### config.mk
export PLATFORM = sky130hd
export DESIGN_NAME = pipe_rr_arbiter
export DESIGN_NICKNAME = d
export VERILOG_FILES = /design/src/rtl/pipe_arb_pkg.sv /design/src/rtl/pipe_rr_pick.sv /design/src/rtl/pipe_rr_arbiter.sv
export SDC_FILE = /design/constraint.sdc
export NUM_CORES = 1
export LEC_CHECK = 0
export ABC_AREA = 1
export CORE_ASPECT_RATIO = 0.5
export CORE_UTILIZATION = 47
export DETAILED_ROUTE_END_ITERATION = 16
export PLACE_DENSITY = 0.85
export SYNTH_ARGS = -nofsm -noshare
export SYNTH_HDL_FRONTEND = slang
export SYNTH_SLANG_ARGS = --single-unit
### constraint.sdc
create_clock -name clk -period 4.07 [get_ports clk]
set_input_delay 0.6105 -clock clk [delete_from_list [all_inputs] [get_ports clk]]
set_output_delay 0.6105 -clock clk [all_outputs]
set_load 0.01 [all_outputs]
### src/rtl/pipe_arb_pkg.sv
// Shared types and round-robin pick function for pipe_rr_arbiter.
// Lock-state encoding is only consumed when PIPE_ARB_LOCK_EN is defined.
package pipe_arb_pkg;

    typedef enum logic {
        UNLOCKED = 1'b0,
        LOCKED   = 1'b1
    } lock_e;

    localparam int PICK_MAX = 16;

    // One-hot grant: first set bit of req scanning ptr, ptr+1, ... modulo n.
    function automatic logic [PICK_MAX-1:0] rr_pick(
        input logic [PICK_MAX-1:0] req,
        input logic [3:0]          ptr,
        input int                  n
    );
        logic [PICK_MAX-1:0] gnt;
        logic                found;
        int                  idx;
        gnt   = '0;
        found = 1'b0;
        for (int i = 0; i < PICK_MAX; i++) begin
            if (i < n) begin
                idx = int'(ptr) + i;
                if (idx >= n) idx = idx - n;
                if (!found && req[idx[3:0]]) begin
                    gnt[idx[3:0]] = 1'b1;
                    found         = 1'b1;
                end
            end
        end
        return gnt;
    endfunction

endpackage

### src/rtl/pipe_rr_pick.sv
// Combinational rotate / priority-encode / unrotate grant picker.
// Shared by both builds of pipe_rr_arbiter (PIPE_ARB_LOCK_EN or not).
module pipe_rr_pick
    import pipe_arb_pkg::*;
#(
    parameter  int NREQ = 4,
    localparam int IDW  = $clog2(NREQ)
) (
    input  logic [NREQ-1:0] i_req,
    input  logic [IDW-1:0]  i_ptr,
    output logic [NREQ-1:0] o_gnt_oh,
    output logic [IDW-1:0]  o_gnt_id,
    output logic            o_any
);

    always_comb begin
        o_gnt_oh = NREQ'(rr_pick(PICK_MAX'(i_req), 4'(i_ptr), NREQ));
        o_gnt_id = '0;
        for (int k = 0; k < NREQ; k++) begin
            if (o_gnt_oh[k]) o_gnt_id = IDW'(k);
        end
        o_any = |i_req;
    end

endmodule

### src/rtl/pipe_rr_arbiter.sv
// N-requester round-robin arbiter into one registered valid/ready stage.
// Define PIPE_ARB_LOCK_EN to hold the grant across multi-beat packets (i_last).
module pipe_rr_arbiter
    import pipe_arb_pkg::*;
#(
    parameter  int DWIDTH = 8,
    parameter  int NREQ   = 4,
    localparam int IDW    = $clog2(NREQ)
) (
    input  logic                   clk,
    input  logic                   rst,
    input  logic [NREQ*DWIDTH-1:0] i_data,
    input  logic [NREQ-1:0]        i_valid,
    output logic [NREQ-1:0]        i_ready,
`ifdef PIPE_ARB_LOCK_EN
    input  logic [NREQ-1:0]        i_last,
`endif
    output logic [DWIDTH-1:0]      o_data,
    output logic                   o_valid,
    output logic [IDW-1:0]         o_id,
    input  logic                   o_ready
);

    logic [DWIDTH-1:0] r_data;
    logic              r_valid;
    logic [IDW-1:0]    r_id;
    logic [IDW-1:0]    r_ptr;

    logic              w_adv;
    logic [NREQ-1:0]   w_req;
    logic [NREQ-1:0]   w_gnt_oh;
    logic [IDW-1:0]    w_gnt_id;
    logic              w_any;
    logic [DWIDTH-1:0] w_sel;
    logic [IDW-1:0]    w_ptr_nxt;

`ifdef PIPE_ARB_LOCK_EN
    lock_e             r_lock;
    logic [IDW-1:0]    r_lock_id;
    logic              w_last;

    // While locked only the owner may be picked; others wait even if it idles.
    assign w_req  = (r_lock == LOCKED)
                  ? (i_valid & (NREQ'(1) << r_lock_id))
                  : i_valid;
    assign w_last = |(i_last & w_gnt_oh);
`else
    assign w_req  = i_valid;
`endif

    assign w_adv = o_ready | ~r_valid;

    pipe_rr_pick #(
        .NREQ (NREQ)
    ) u_pick (
        .i_req    (w_req),
        .i_ptr    (r_ptr),
        .o_gnt_oh (w_gnt_oh),
        .o_gnt_id (w_gnt_id),
        .o_any    (w_any)
    );

    always_comb begin
        w_sel = '0;
        for (int k = 0; k < NREQ; k++) begin
            if (w_gnt_oh[k]) w_sel = i_data[k*DWIDTH +: DWIDTH];
        end
    end

    assign w_ptr_nxt = (w_gnt_id == IDW'(NREQ-1)) ? '0 : w_gnt_id + 1'b1;

    assign i_ready = w_adv ? w_gnt_oh : '0;

    always_ff @(posedge clk) begin
        if (rst) begin
            r_valid   <= 1'b0;
            r_data    <= '0;
            r_id      <= '0;
            r_ptr     <= '0;
`ifdef PIPE_ARB_LOCK_EN
            r_lock    <= UNLOCKED;
            r_lock_id <= '0;
`endif
        end else if (w_adv) begin
            if (w_any) begin
                r_valid <= 1'b1;
                r_data  <= w_sel;
                r_id    <= w_gnt_id;
`ifdef PIPE_ARB_LOCK_EN
                if (w_last) r_ptr <= w_ptr_nxt;
                unique case (r_lock)
                    UNLOCKED: begin
                        if (!w_last) begin
                            r_lock    <= LOCKED;
                            r_lock_id <= w_gnt_id;
                        end
                    end
                    LOCKED: begin
                        if (w_last) r_lock <= UNLOCKED;
                    end
                endcase
`else
                r_ptr   <= w_ptr_nxt;
`endif
            end else begin
                r_valid <= 1'b0;
            end
        end
    end

    assign o_data  = r_data;
    assign o_valid = r_valid;
    assign o_id    = r_id;

endmodule

==> flow_metrics.tcl <==
set metrics [dict create \
    syn_inst 211 \
    io_buffers 53 \
    gp_congestion 0.807 \
    grt_start_max_net_pins 22 \
    wl_per_cell_um 11.4 \
    cp_common_cell "nand3_1" \
    rows 13 \
    worstSetupEndpointType "output pin" \
    start_util_pct 50.1 \
    postCtsSetupBuffers 0 \
    cts_resized 0 \
    max-cap-violations 0 \
    ys_warn_count 0 \
    h-tree-depth 1 \
    status "finished clean" \
    max_stage_delay_ns 0.54 \
    grtUsageTotal_pct 24.6 \
    arrival_ns 2.82 \
    core_area_sq_um 2640 \
    critPathKind "reg -> out" \
    first_iter_violations 56 \
    yosys.cell_types.count 25 \
    relSlewSlack_pct 60.5 \
    syn-cell-area_sq_um 1320 \
    slowest_stage "clkdlybuf4s50_1" \
    synth_largest_area_cell "dfxtp_1" \
    hold_path.class "reg -> reg" \
    clkSinkCount 13 \
    synth_area_leaders "dfxtp_1 (20%), nand2_1 (16%), nor2_1 (11%)" \
    worstSetupStartpointType "register" \
    synth_seq_cells 13 \
    ctsHoldBuffers 0 \
    die_x_um 76.9 \
    cp_max_fo 16 \
    power.density_nw_per_um2 697 \
    pre_cts_slack_ns 0.785 \
    vdd_drop_max_uv 374 \
    final_common_cell "nand2_1" \
    drtPass1Iterations 4 \
    clkLatencyLatePin_ns 0.25 \
    max_freq_mhz 291 \
    antennaDiodeCount 0 \
    fin_nets 312 \
    synth.top_cell.area_share_pct 19.7 \
    root_buffer "clkbuf_8" \
    clk_transition_reported_paths_ns 0.06 \
    hold_violations 0 \
    post-route-drc-count 0 \
    period_needed_ns 3.43 \
    dieHeight_um 39.5 \
    leakage_nw 0.911 \
    final_cell_mix "nand2_1 (57), clkdlybuf4s50_1 (53), nor2_1 (39), nand3_1 (19), inv_1 (18)" \
    wirelength_mm 3.44 \
    worst-slew-pin-transition_ns 0.592 \
    yosysSeqAreaShare_pct 19.7 \
    drtAntennaViolNets 0 \
    cts_tree "built" \
    num_io_pins 54 \
    rsz0062_at_grt "no" \
    avgSynthCellArea_sq_um 6.26 \
    setup_viol 0 \
    slew_viol_final 0 \
    grt_antenna_before_repair 0 \
    place_area_sq_um 1870 \
    grt_pass1_vias 1287 \
    final.period_utilization_pct 84.3 \
    clock_skew_ns 0.00510 \
    final_area_sq_um 1920 \
    syn-num-nets 258 \
    numCtsBuffers 3 \
    vias 1471 \
    critPathRequiredTime_ns 3.46 \
    drive_gt1_share_pct 15.5 \
    final.setup.tns_ns 0 \
    final.setup.worst_slack_ns 0.639 \
    grt_pass1_wl_mm 5.69 \
    grt_overflow 0 \
    dpl.hpwl_mm 2.73 \
    area.growth.synth_to_final_pct 45.3 \
    path_cells "inv_2, ha_1, inv_1, nand3_1, nand3_1, nor2_4, nand3_1, nand3_2, inv_2, nor2_2, clkdlybuf4s50_1" \
    dieArea_sq_um 3040 \
    ctsLongestPathBuffers 2 \
    post_drt_via_cell_ratio 4.89 \
]
metal layers:
metal	share of wire [%]	up-vias	wire length, um	track usage, %
met5	0	-	0	0
met4	1.4	0	48	8.17
met3	4.8	6	164	4.42
met2	49	51	1690	47.5
met1	45	642	1540	28.7
li1	-	772	-	-
synthesized netlist by cell type (all sizes together):
master / instances
buf: 2
nand2: 64
nand4: 1
clkinv: 1
clkbuf: 2
nor2: 45
o21bai: 1
nand3: 29
nor4: 1
a21oi: 15
inv: 25
ha: 8
a31oi: 1
dfxtp: 13
nand3b: 1
a211oi: 2
final timing paths:
check / startpoint / end / slack, ns / cells after the start
max: r_ptr[0]$_SDFFE_PP0P_ / i_ready[3] / 0.64 / 11
min: o_data[6]$_SDFFE_PP0P_ / o_data[6]$_SDFFE_PP0P_ / 0.47 / 2
max reg2reg: r_ptr[0]$_SDFFE_PP0P_ / o_data[3]$_SDFFE_PP0P_ / 1.52 / 15
min reg2reg: o_data[6]$_SDFFE_PP0P_ / o_data[6]$_SDFFE_PP0P_ / 0.47 / 2
metrics by stage:
stage | util, % | std cells | hold WS [ns] | power (mW)
final | 72.8 | 301 | 0.474 | 1.34
after global routing | 72.8 | 301 | 0.501 | 1.46
after CTS | 72.8 | 301 | 0.478 | 1.34
after detailed placement | 71.1 | 297 | 0.459 | 1.21
after global placement | 71.1 | 297 | 0.459 | 1.19
after floorplan | - | 211 | 0.490 | 0.946
cells by family (layout without fill, tap and decap cells):
family          after synthesis  in the layout  synth area share [%]
buf+inv                      30             83                  9.19
flops                        13             13                  19.7
fa+ha+maj                     8              8                  7.58
compound gates               19             19                  9.86
simple gates                141            141                  53.6
critical path: cells and delay by family (launching register included):
family	cells	cell delay, ns
fa+ha+maj	1	0.38
buf+inv	4	0.93
flops	1	0.53
simple gates	6	0.73
registers in the layout, indices dropped and copies added (netlist names):
name     cells
o_data       8
o_id         2
o_valid      1
r_ptr        2
report_power, final:
group | switching [mW] | internal (mW) | total [mW]
logic | 0.621 | 0.399 | 1.02
registers | 0.0320 | 0.164 | 0.196
clock network | 0.0511 | 0.0694 | 0.121
total | 0.704 | 0.633 | 1.34
cell type report:
cell class	instances	area, sq um
Inverter	26	97.6
Tap cell	37	46.3
Multi-Input combinational cell	168	938
Fill cell	232	717
Timing Repair Buffer	53	531
Clock buffer	4	45.0
Sequential cell	13	260
(Power assumes the default switching activity.)
